**src/rtl/midi_pkg.sv**
```systemverilog
// Shared MIDI receive types, constants and small decode helpers.
package midi_pkg;

  localparam int CLKS_PER_BIT_100M = 3200;

  localparam logic [3:0] STATUS_NOTE_OFF = 4'h8;
  localparam logic [3:0] STATUS_NOTE_ON  = 4'h9;
  localparam logic [3:0] STATUS_POLY_AT  = 4'hA;
  localparam logic [3:0] STATUS_CC       = 4'hB;
  localparam logic [3:0] STATUS_PROG     = 4'hC;
  localparam logic [3:0] STATUS_CHAN_AT  = 4'hD;
  localparam logic [3:0] STATUS_PITCH    = 4'hE;

  localparam logic [7:0] RT_MIN  = 8'hF8;
  localparam logic [7:0] SYS_MIN = 8'hF0;

  typedef enum logic [2:0] {
    IDLE,
    START,
    DATA,
    STOP,
    WAIT_HIGH
  } uart_rx_state_t;

  typedef struct packed {
    logic [7:0] status;
    logic [7:0] data1;
    logic [7:0] data2;
  } midi_msg_t;

  // True for channel-voice status bytes 0x80..0xEF.
  function automatic logic is_channel_status(input logic [7:0] b);
    return (b[7:4] >= STATUS_NOTE_OFF) && (b[7:4] <= STATUS_PITCH);
  endfunction

  // Program change and channel aftertouch carry one data byte, all others two.
  function automatic logic is_one_data(input logic [7:0] status);
    return (status[7:4] == STATUS_PROG) || (status[7:4] == STATUS_CHAN_AT);
  endfunction

endpackage

```
**src/rtl/midi_uart_rx.sv**
```systemverilog
// MIDI UART byte receiver: input synchroniser plus 8N1 deserialiser.
module midi_uart_rx
  import midi_pkg::*;
#(
  parameter int CLKS_PER_BIT = CLKS_PER_BIT_100M,
  parameter int SYNC_STAGES  = 2
) (
  input  logic       clk,
  input  logic       rst,
  input  logic       midi_in,
  output logic       byte_valid,
  output logic [7:0] byte_data,
  output logic       frame_err
);

  localparam int CNT_W = $clog2(CLKS_PER_BIT);
  localparam logic [CNT_W-1:0] HALF_LAST = CNT_W'(CLKS_PER_BIT / 2 - 1);
  localparam logic [CNT_W-1:0] BIT_LAST  = CNT_W'(CLKS_PER_BIT - 1);

  logic [SYNC_STAGES-1:0] sync_q, sync_d;
  logic                   s_in;

  uart_rx_state_t   state_q, state_d;
  logic [CNT_W-1:0] cnt_q, cnt_d;
  logic [2:0]       bit_idx_q, bit_idx_d;
  logic [7:0]       shift_q, shift_d;
  logic             byte_valid_q, byte_valid_d;
  logic [7:0]       byte_data_q, byte_data_d;
  logic             frame_err_q, frame_err_d;

  assign s_in = sync_q[SYNC_STAGES-1];

  // Shift the asynchronous line into the clock domain one stage per cycle.
  always_comb begin
    sync_d = {sync_q[SYNC_STAGES-2:0], midi_in};
  end

  // Next-state and strobe logic for the bit-level receive FSM.
  always_comb begin
    state_d      = state_q;
    cnt_d        = cnt_q;
    bit_idx_d    = bit_idx_q;
    shift_d      = shift_q;
    byte_valid_d = 1'b0;
    byte_data_d  = byte_data_q;
    frame_err_d  = 1'b0;

    unique case (state_q)
      IDLE: begin
        if (!s_in) begin
          cnt_d   = '0;
          state_d = START;
        end
      end
      START: begin
        if (cnt_q == HALF_LAST) begin
          cnt_d     = '0;
          bit_idx_d = '0;
          state_d   = s_in ? IDLE : DATA;
        end else begin
          cnt_d = cnt_q + 1'b1;
        end
      end
      DATA: begin
        if (cnt_q == BIT_LAST) begin
          cnt_d     = '0;
          shift_d   = {s_in, shift_q[7:1]};
          bit_idx_d = bit_idx_q + 1'b1;
          if (bit_idx_q == 3'd7) begin
            state_d = STOP;
          end
        end else begin
          cnt_d = cnt_q + 1'b1;
        end
      end
      STOP: begin
        if (cnt_q == BIT_LAST) begin
          cnt_d = '0;
          if (s_in) begin
            byte_valid_d = 1'b1;
            byte_data_d  = shift_q;
            state_d      = IDLE;
          end else begin
            frame_err_d = 1'b1;
            state_d     = WAIT_HIGH;
          end
        end else begin
          cnt_d = cnt_q + 1'b1;
        end
      end
      WAIT_HIGH: begin
        if (s_in) begin
          state_d = IDLE;
        end
      end
      default: begin
        state_d = IDLE;
      end
    endcase
  end

  // State registers; the synchroniser resets high so reset never looks like a start bit.
  always_ff @(posedge clk or posedge rst) begin
    if (rst) begin
      sync_q       <= '1;
      state_q      <= IDLE;
      cnt_q        <= '0;
      bit_idx_q    <= '0;
      shift_q      <= '0;
      byte_valid_q <= 1'b0;
      byte_data_q  <= '0;
      frame_err_q  <= 1'b0;
    end else begin
      sync_q       <= sync_d;
      state_q      <= state_d;
      cnt_q        <= cnt_d;
      bit_idx_q    <= bit_idx_d;
      shift_q      <= shift_d;
      byte_valid_q <= byte_valid_d;
      byte_data_q  <= byte_data_d;
      frame_err_q  <= frame_err_d;
    end
  end

  assign byte_valid = byte_valid_q;
  assign byte_data  = byte_data_q;
  assign frame_err  = frame_err_q;

endmodule

```
**src/rtl/midi_rx.sv**
```systemverilog
// MIDI-in receiver: UART byte stream parsed into channel-voice messages with running status.
module midi_rx
  import midi_pkg::*;
#(
  parameter int CLKS_PER_BIT = CLKS_PER_BIT_100M,
  parameter int SYNC_STAGES  = 2
) (
  input  logic       clk,
  input  logic       rst,
  input  logic       midi_in,
  output logic       msg_valid,
  output logic [7:0] msg_status,
  output logic [7:0] msg_data1,
  output logic [7:0] msg_data2,
  output logic       byte_valid,
  output logic [7:0] byte_data,
  output logic       frame_err
);

  logic       rs_valid_q, rs_valid_d;
  logic [7:0] rs_q, rs_d;
  logic       idx_q, idx_d;
  logic [7:0] d1_q, d1_d;
  midi_msg_t  msg_q, msg_d;
  logic       msg_valid_q, msg_valid_d;

  midi_uart_rx #(
    .CLKS_PER_BIT(CLKS_PER_BIT),
    .SYNC_STAGES (SYNC_STAGES)
  ) u_uart (
    .clk       (clk),
    .rst       (rst),
    .midi_in   (midi_in),
    .byte_valid(byte_valid),
    .byte_data (byte_data),
    .frame_err (frame_err)
  );

  // Message assembly: real-time bytes are transparent, system bytes cancel running status.
  always_comb begin
    rs_valid_d  = rs_valid_q;
    rs_d        = rs_q;
    idx_d       = idx_q;
    d1_d        = d1_q;
    msg_d       = msg_q;
    msg_valid_d = 1'b0;

    if (frame_err) begin
      idx_d = 1'b0;
    end else if (byte_valid && (byte_data < RT_MIN)) begin
      if (byte_data >= SYS_MIN) begin
        rs_valid_d = 1'b0;
        idx_d      = 1'b0;
      end else if (is_channel_status(byte_data)) begin
        rs_valid_d = 1'b1;
        rs_d       = byte_data;
        idx_d      = 1'b0;
      end else if (rs_valid_q) begin
        if (!idx_q && is_one_data(rs_q)) begin
          msg_d       = '{status: rs_q, data1: byte_data, data2: 8'h00};
          msg_valid_d = 1'b1;
        end else if (!idx_q) begin
          d1_d  = byte_data;
          idx_d = 1'b1;
        end else begin
          msg_d       = '{status: rs_q, data1: d1_q, data2: byte_data};
          msg_valid_d = 1'b1;
          idx_d       = 1'b0;
        end
      end
    end
  end

  // Parser registers; delivered message fields hold until the next strobe.
  always_ff @(posedge clk or posedge rst) begin
    if (rst) begin
      rs_valid_q  <= 1'b0;
      rs_q        <= '0;
      idx_q       <= 1'b0;
      d1_q        <= '0;
      msg_q       <= '0;
      msg_valid_q <= 1'b0;
    end else begin
      rs_valid_q  <= rs_valid_d;
      rs_q        <= rs_d;
      idx_q       <= idx_d;
      d1_q        <= d1_d;
      msg_q       <= msg_d;
      msg_valid_q <= msg_valid_d;
    end
  end

  assign msg_valid  = msg_valid_q;
  assign msg_status = msg_q.status;
  assign msg_data1  = msg_q.data1;
  assign msg_data2  = msg_q.data2;

endmodule

```
**config.mk**
```make
export PLATFORM = sky130hd
export DESIGN_NAME = midi_rx
export DESIGN_NICKNAME = d
export VERILOG_FILES = /design/src/rtl/midi_pkg.sv /design/src/rtl/midi_uart_rx.sv /design/src/rtl/midi_rx.sv
export SDC_FILE = /design/constraint.sdc
export NUM_CORES = 1
export LEC_CHECK = 0
export CELL_PAD_IN_SITES_DETAIL_PLACEMENT = 1
export CELL_PAD_IN_SITES_GLOBAL_PLACEMENT = 1
export CORE_MARGIN = 2
export CORE_UTILIZATION = 45
export DETAILED_ROUTE_END_ITERATION = 10
export PLACE_DENSITY = 0.84
export REMOVE_ABC_BUFFERS = 1
export SKIP_LAST_GASP = 1
export SLEW_MARGIN = 20
export SYNTH_ARGS = -nofsm -noshare
export SYNTH_HDL_FRONTEND = slang
export SYNTH_SLANG_ARGS = --single-unit
```
**constraint.sdc**
```tcl
create_clock -name clk -period 2.9 [get_ports clk]
set_input_delay 0.58 -clock clk [delete_from_list [all_inputs] [get_ports clk]]
set_output_delay 0.58 -clock clk [all_outputs]
set_load 0.005 [all_outputs]
```
Yosys cells after proc, flatten, opt, wreduce, memory -nomap -nowiden
Cells that the tools add are included.
Widths: inputs -> output; s select.
{"block": "totals", "elab_cells": 106, "ff_bits": 81, "output_inout_bits": 35, "inputBits": 3}
{"block": "classes", "magnitude_cmp": 4, "muxes": 40, "n_reduce_logical": 23, "n_addsub": 2, "eq_ne": 16, "n_bitwise": 5}
{"operator": "$mux 24", "count": 2}
{"operator": "$mux 12", "count": 3}
{"operator": "$pmux 12 s3", "count": 1}
{"operator": "$mux 3", "count": 9}
{"operator": "$mux 1", "count": 22}
{"operator": "$pmux 3 s5", "count": 1}
{"operator": "$add 12x1->12 const B", "count": 1}
{"operator": "$eq 12x11->1 const B", "count": 1}
{"operator": "$eq 12x12->1 const B", "count": 1}
{"operator": "$reduce_and 3->1", "count": 4}
{"operator": "$reduce_and 6->1", "count": 2}
{"operator": "$ne 2x1->1 const B", "count": 5}
{"operator": "$eq 4x4->1 const B", "count": 2}
{"operator": "$ge 8x8->1 const B", "count": 1}
{"operator": "$lt 8x8->1 const B", "count": 1}
{"operator": "$reduce_bool 2->1", "count": 4}
{"operator": "$reduce_and 7->1", "count": 1}
{"operator": "$eq 3x2->1 const B", "count": 2}
{"operator": "$eq 3x3->1 const B", "count": 2}
{"operator": "$pmux 3 s2", "count": 1}
{"operator": "$not 1->1", "count": 5}
{"operator": "$ge 4x4->1 const B", "count": 1}
{"operator": "$le 4x4->1 const B", "count": 1}
{"operator": "$ne 4x3->1 const B", "count": 1}
{"operator": "other kinds (13)", "count": 16}

Logic depth before layout (Yosys ltp)
Gate-level depths: netlist of the first run.
{"block": "logic_depth", "depth_word": 9, "depth_mapped": 7, "ltp_nobuf": 5}

By module
Synthesis of the first run repeated with hierarchy kept, for this count alone.
{"block": "hier_totals", "hier_cells": 269, "area_unflattened_um2": 3518.4}
{"mod": "midi_rx", "n_inst": 1, "cells_each": 114, "seq_area_each_um2": 1076.0, "area_each_um2": 1759.2}
{"mod": "midi_uart_rx", "n_inst": 1, "cells_each": 155, "seq_area_each_um2": 953.4, "area_each_um2": 1759.2}

Least setup slack after synthesis of the first run
No wires, ideal clock.
{"block": "synth_path", "kind": "register -> register", "startpoint": "reg u_uart.cnt_q[0]", "endpoint": "reg u_uart.byte_data_q[0], in the netlist u_uart.byte_data[0]", "arrival_ps": 1615, "t_required_ps": 2775, "path_buffers": 1, "stages_incl_launch_ff": 7, "slack_ps": 1160, "setup_ps": 125, "synth_period_minus_slack_ps": 1740, "path_cell_list": "dfrtp_1 > ha_1 > and3_1 > buf_2 > nand2_4 > nor3_4 > mux2_2"}
{"block": "synth_via", "elab_chain_cells": 2}
{"element": "from (decl)", "line": "midi_uart_rx.sv:24", "rtl": "logic [CNT_W-1:0] cnt_q, cnt_d;"}
{"element": "from (signal assigned)", "line": "midi_uart_rx.sv:116", "rtl": "cnt_q <= cnt_d;"}
{"element": "$eq 12x12->1", "line": "midi_uart_rx.sv:77", "rtl": "if (cnt_q == BIT_LAST) begin"}
{"element": "$reduce_and 3->1 (no line)"}
{"element": "to (signal assigned)", "line": "midi_uart_rx.sv:120", "rtl": "byte_data_q <= byte_data_d;"}
{"element": "to (decl)", "line": "midi_uart_rx.sv:28", "rtl": "logic [7:0] byte_data_q, byte_data_d;"}
Every way passes these cells.
A chain may end at the register's enable or synchronous reset.

Worst setup path after layout of the first run
{"block": "layout_path", "startpoint": "reg u_uart.cnt_q[0]", "endpoint": "reg u_uart.cnt_q[9]"}
{"block": "layout_via", "elab_chain_cells": 3, "elab_cells_between_ends": 6, "classes_between": "add/sub: 1; eq/ne: 2; mux: 3"}
{"element": "$add 12x1->12, or another cell as far along", "line": "midi_uart_rx.sv:61, midi_uart_rx.sv:73, midi_uart_rx.sv:88"}
{"element": "$mux 12 (on tied branches)", "line": "midi_uart_rx.sv:65, midi_uart_rx.sv:77, midi_uart_rx.sv:56"}
{"element": "$pmux 12 s3 *", "line": "midi_uart_rx.sv:48", "rtl": "unique case (state_q)"}
Every way passes the cells marked *; elsewhere a longest branch is shown, timed or not.

==> flow_summary.json, run 1 <==
{
  "synth_compound_area_share_pct": 11.9,
  "num_rows": 32,
  "ys_seq_area_share_pct": 56.8,
  "power.internal_uw": 1640,
  "totalWireLength_mm": 8.16,
  "min_period_ns": 2.05,
  "n_antenna_cell": 0,
  "portBuffers": 37,
  "tns_ns": 0,
  "post-cts-setup-buffer-count": 0,
  "layout.area.seq_um2": 2030,
  "netlist_area_um2": 3570,
  "synth_fa_ha_area_share_pct": 1.05,
  "max_freq_mhz": 487,
  "drv_cap": 0,
  "fill_cells": 825,
  "synth_cells": 310,
  "drt_pre_antenna_iters": 4,
  "grt_setup_unrepaired": "no",
  "grt_max_degree": 41,
  "cp.arrival_ns": 2.32,
  "synth_area_per_cell_um2": 11.5,
  "grt_pass1_wl_mm": 13.9,
  "htreeDepth": 3,
  "synth_seq_cells": 81,
  "period_share_pct": 70.8,
  "finalHoldWorstSlack_ns": 0.362,
  "max_stage_delay_ns": 0.58,
  "min_path_type": "register to register",
  "post_cts_resized": 0,
  "synthSimpleGateAreaFrac_pct": 14.5,
  "start_util_pct": 46.3,
  "tightest_slew_ns": 0.735,
  "die_h_um": 93.1,
  "antenna_found_initial": 0,
  "cp_max_fo": 16,
  "fp.dieW_um": 93.1,
  "combPwrFrac_pct": 1.4,
  "ir_drop_mv": 0.225,
  "clockBufferDepth": 2,
  "dr.first_iter.drc_count": 54,
  "startpoint_type": "register",
  "gr-usage-all-layers_pct": 20.9,
  "ys_async_sr_fraction_pct": 100,
  "pwr-share-clk_pct": 45.1,
  "via_per_inst": 5.56,
  "required_ns": 3.17,
  "synth_top_family_by_area": "simple AND/OR/NAND/NOR gates",
  "clock_sinks": 81,
  "swShare_pct": 22.6,
  "switchingPower_uw": 479,
  "drive_above_1_share_pct": 19.4,
  "gp_congestion": 0.799,
  "finalNonFillerCells": 458,
  "status": "complete, no violations",
  "hold_violations": 0,
  "synthToLayoutAreaGrowth_pct": 20.0,
  "max_slew_margin_pct": 51.0,
  "cts_tree": "built",
  "ys.flop_type": "dfrtp_1",
  "synthDistinctLibCells": 51,
  "wl_per_cell_um": 17.8,
  "drc_errors": 0,
  "layout.nets": 357,
  "ys_warn_count": 0,
  "critPathSlowestCell": "a21oi_2",
  "ant_nets": 0,
  "multi_input_area_um2": 1440,
  "post-place-cells": 442,
  "powerDensity_nw_per_um2": 494,
  "ctsHoldBuffers": 0,
  "grt_pass1_vias": 2812,
  "numCtsBuffers": 9,
  "cts-root-buf": "clkbuf_8",
  "overflow": 0,
  "vias": 2547,
  "path_class": "register to register",
  "clk_pin_slew_ns": 0.09,
  "leakage_uw": 0.00199,
  "finClkSkew_ns": 0.0110,
  "endpoint_kind": "register",
  "finalSetupViolations": 0,
  "synth.area.top_cells": "dfrtp_1, mux2_2, nand2_1, o21ai_0, mux2i_1",
  "synth.area.mux_share_pct": 12.3,
  "dieArea_um2": 8670,
  "yosysTopAreaCellShare_pct": 55.3,
  "synth_xor_area_share_pct": 0.490,
  "pwr-share-seq_pct": 53.5,
  "core-area_um2": 7730,
  "slew_viol_final": 0,
  "clock_latency_ns": 0.36,
  "io_pins": 38,
  "yosysTopAreaCell": "dfrtp_1",
  "dpl.hpwl_mm": 5.62,
  "synth-edff-count": 0,
  "path_cells": "ha_1, and3_1, a21oi_2, o21ai_0, a22oi_1"
}
==> cells by family (layout without fill, tap and decap cells) <==
group	count (synthesis)	in the layout
compound gates	63	63
xor+xnor	2	2
buf+inv	22	68
fa+ha+maj	3	3
simple gates	99	99
mux	40	40
flops	81	81
==> worst max-delay path: cells and delay by family (launching register included) <==
| family | cells | cell delay, ns |
|---|---|---|
| AOI/OAI and AO/OA | 3 | 0.99 |
| and+or+nand+nor | 1 | 0.28 |
| adders and majority gates | 1 | 0.25 |
| DFF | 1 | 0.43 |
==> per-stage QoR <==
| stage | worst slack (ns) | total power, µW | utilization [%] | cell area, µm² |
|---|---|---|---|---|
| finish | 0.848 | 2120 | 55.5 | 4290 |
| global placement | 1.00 | 1190 | 52.5 | 4060 |
| global route | 0.706 | 2190 | 55.5 | 4290 |
| floorplan | 0.243 | 1170 | - | 3510 |
| detailed placement | 0.903 | 1190 | 52.5 | 4060 |
| CTS | 0.857 | 2140 | 55.5 | 4290 |
==> cells in the mapped netlist (4+ instances only) <==
library cell,number
a22oi_1,6
clkbuf_1,5
dfrtp_1,79
inv_1,10
mux2_2,32
mux2i_1,8
nand2_1,45
nand4_1,4
nor2_1,16
nor2b_1,4
nor3_1,4
o21ai_0,25
o21bai_1,7
o22ai_1,4
==> state kept, by name (all words and copies together) (netlist names) <==
name and count:
d1_q 8, idx_q 1, msg_data1 8, msg_data2 8
msg_status 8, msg_valid 1, rs_q 8, rs_valid_q 1
u_uart.bit_idx_q 3, u_uart.byte_data 8, u_uart.byte_valid 1, u_uart.cnt_q 12
u_uart.frame_err 1, u_uart.shift_q 8, u_uart.state_q 3, u_uart.sync_q 2
==> per-layer routing <==
metal	GRT usage, %	share of wire, %	up-vias
li1	-	-	1180
met1	25.6	43	1310
met2	36.4	51	41
met3	3.30	2.6	16
met4	9.44	2.7	0
met5	0	0	-
==> path summary, 6_finish.rpt <==
check / start / endpoint / depth (start not counted) / slack (ns)
setup reg to reg: u_uart.cnt_q[0]$_DFFE_PP0P_ / u_uart.cnt_q[9]$_DFFE_PP0P_ / 5 / 0.85
hold / removal: u_uart.sync_q[0]$_DFF_PP1_ / u_uart.sync_q[1]$_DFF_PP1_ / 0 / 0.36
hold reg to reg: u_uart.sync_q[0]$_DFF_PP1_ / u_uart.sync_q[1]$_DFF_PP1_ / 0 / 0.36
min in group asynchronous: rst / msg_data2[7]$_DFFE_PP0P_ / 2 / 0.61
max in group asynchronous: rst / u_uart.sync_q[1]$_DFF_PP1_ / 3 / 1.68
setup / recovery: u_uart.cnt_q[0]$_DFFE_PP0P_ / u_uart.cnt_q[9]$_DFFE_PP0P_ / 5 / 0.85
==> placed cells by master, fill, tap and decap left out, drive strengths merged, types with 2 or more instances in the layout <==
master and n:
a21o 2, a21oi 4, a22o 4, a22oi 6
and4bb 2, buf 5, bufinv 2, clkbuf 9
clkdlybuf4s50 37, clkinv 2, dfrtp 79, dfstp 2
ha 3, inv 13, mux2 32, mux2i 8
nand2 46, nand2b 4, nand3 3, nand3b 2
nand4 4, nor2 16, nor2b 4, nor3 6
nor4 3, o21ai 25, o21bai 7, o22a 3
o22ai 5, o31ai 2, xnor2 2
==> cell type report <==
| class | instances | area share (%) |
|---|---|---|
| multi-input combinational | 207 | 33.7 |
| tap | 102 | 2.97 |
| inverter | 10 | 0.904 |
| sequential | 81 | 47.3 |
| clock buffer | 9 | 2.89 |
| clock inverter | 7 | 2.48 |
| timing repair buffer | 42 | 9.80 |
==> power by group through the flow <==
| stage | combinational, µW | clock [µW] | sequential [µW] |
|---|---|---|---|
| 2_1_floorplan | 16.9 | 0 | 1150 |
| 3_3_place_gp | 31.5 | 0 | 1150 |
| 3_5_place_dp | 32.1 | 0 | 1160 |
| 4_1_cts | 32.1 | 974 | 1130 |
| 5_1_grt | 35.7 | 1020 | 1130 |
| 6_report | 30.1 | 956 | 1130 |
Power figures use the tool's default switching activity.
==> run 2: changes to the inputs <==
Clock period 2.9 ns to 2 ns, I/O delays scaled along.
==> flow_summary.json, run 2 (same netlist as run 1, synthesis figures left out) <==
{
  "ant_nets": 0,
  "gr-usage-all-layers_pct": 21.1,
  "fp.dieW_um": 93.1,
  "status": "complete, no violations",
  "drc_errors": 0,
  "max_freq_mhz": 526,
  "clock_sinks": 81,
  "die_h_um": 93.1,
  "core-area_um2": 7730,
  "numCtsBuffers": 9,
  "r2r-start": "u_uart.cnt_q[0]$_DFFE_PP0P_",
  "grt_pass1_vias": 2751,
  "critPathSlowestCell": "clkdlybuf4s50_1",
  "final_common_cell": "dfrtp_1",
  "dieArea_um2": 8670,
  "io_pins": 38,
  "htreeDepth": 3,
  "cp.arrival_ns": 1.50,
  "startpoint_type": "register",
  "reg2regPathDepth": 6,
  "finalSetupViolations": 0,
  "ir_drop_mv": 0.323,
  "max_stage_delay_ns": 0.58,
  "totalWireLength_mm": 8.21,
  "power_uw": 2930,
  "slew_viol_final": 0,
  "clockBufferDepth": 2,
  "path_class": "register to output port",
  "grt_pass1_wl_mm": 13.9,
  "overflow": 0,
  "dpl.hpwl_mm": 5.60,
  "post_dp_cell_area_um2": 4090,
  "min_period_ns": 1.90,
  "ctsHoldBuffers": 0,
  "hold_violations": 0,
  "endpoint_kind": "output port",
  "leakage_uw": 0.00200,
  "drv_cap": 0,
  "required_ns": 1.60,
  "num_rows": 32,
  "period_share_pct": 95.1,
  "finClkSkew_ns": 0.0147,
  "design_area_um2": 4310,
  "finalHoldWorstSlack_ns": 0.311,
  "final_cell_mix": "dfrtp_1, nand2_1, clkdlybuf4s50_1, mux2_2, o21ai_0",
  "path_delay_family": "buffers and inverters",
  "cts-root-buf": "clkbuf_8",
  "vias": 2591,
  "wl_per_cell_um": 17.8,
  "grt_setup_unrepaired": "no",
  "antenna_found_initial": 0,
  "gp_congestion": 0.782,
  "timing.rr.end": "u_uart.state_q[0]$_DFFE_PP0P_",
  "via_per_inst": 5.61,
  "min_path_type": "input port to asynchronous set/reset pin",
  "cp_max_fo": 7,
  "post-place-cells": 444,
  "clock_latency_ns": 0.37,
  "drt_pre_antenna_iters": 4,
  "clk_pin_slew_ns": 0.10,
  "portBuffers": 37,
  "powerDensity_nw_per_um2": 680,
  "n_antenna_cell": 0,
  "path_cells": "clkdlybuf4s50_1",
  "reg2reg_slack_ns": 0.16,
  "layout.nets": 361,
  "max_flop_register": "u_uart.cnt_q",
  "start_util_pct": 46.3,
  "largest_reg_flops": 12,
  "dr.first_iter.drc_count": 81,
  "timing.critical_path.buf_inv": 1,
  "cts_tree": "built",
  "synthToLayoutAreaGrowth_pct": 20.5,
  "grt_max_degree": 47,
  "drive_above_1_share_pct": 20.6,
  "max_slew_margin_pct": 65.6,
  "finalNonFillerCells": 462,
  "tightest_slew_ns": 0.515
}
[run 2: changes by cell type in the layout (fill, tap and decap cells not counted)]
cell,change
buf_12,+1
bufinv_16,-1
and3_1,-1
and3_2,+1
clkinv_2,+1
clkinvlp_4,+2
inv_6,-2
buf_4,+3
[run 2: routing by layer]
layer  track usage [%]  part of all wire (%)  vias up
met4              10.9                   3.0        0
li1                  -                     -     1193
met3              4.43                   3.5       19
met1              26.2                    43     1316
met5                 0                     0        -
met2              35.0                    50       63
[run 2: timing repair]
item | 4_1_cts | 5_1_grt
setup buffers | 0 | 2
cloned | 0 | 0
setup endpoints to repair | 4 | 11
pin swaps | 1 | 1
gates resized for setup | 0 | 1
[run 2: final cells by class]
type	instances	area (µm²)
clock buffers	9	124
clock inverters	7	78.8
fillers	817	3420
inverters	10	38.8
multi-input cells	207	1450
flip-flops and latches	81	2030
well taps	102	128
repair buffers	46	463
[run 2: report_power, final]
group / internal (µW) / total (µW) / switching [µW]
registers: 1640 / 1640 / 2.92
clock network: 589 / 1240 / 655
logic: 9.45 / 42.9 / 33.4
total: 2240 / 2930 / 691
[run 2: through the flow]
stage | setup slack, ns | TNS, ns | utilization (%)
after floorplan | -0.495 | -47.46 | -
after global placement | 0.112 | 0 | 52.9
after detailed placement | -0.00348 | -0.00348 | 52.9
after CTS | 0.0526 | 0 | 55.5
after global routing | 0.0484 | 0 | 55.7
final | 0.0972 | 0 | 55.7
[run 2: worst max path at each step]
stage,start,to,slack [ns],cells after the start
4_1_cts,u_uart.cnt_q[0]$_DFFE_PP0P_,u_uart.byte_data[7]$_DFFE_PP0P_,0.05,5
2_1_floorplan,rs_q[7]$_DFFE_PP0P_,msg_status[0]$_DFFE_PP0P_,-0.49,3
3_3_place_gp,u_uart.cnt_q[0]$_DFFE_PP0P_,u_uart.byte_data[0]$_DFFE_PP0P_,0.11,5
5_1_grt,u_uart.byte_data[5]$_DFFE_PP0P_,byte_data[5],0.05,1
3_5_place_dp,u_uart.cnt_q[0]$_DFFE_PP0P_,u_uart.byte_data[7]$_DFFE_PP0P_,-0.003,5
6_report,u_uart.byte_data[5]$_DFFE_PP0P_,byte_data[5],0.1,1
[run 2: worst reg2reg max path, cell delays in order (launching register included)]
cell	delay, ns
dfrtp_1	0.39
ha_1	0.22
and3_2	0.30
a21oi_2	0.07
buf_4	0.19
or2_2	0.30
a22o_2	0.26
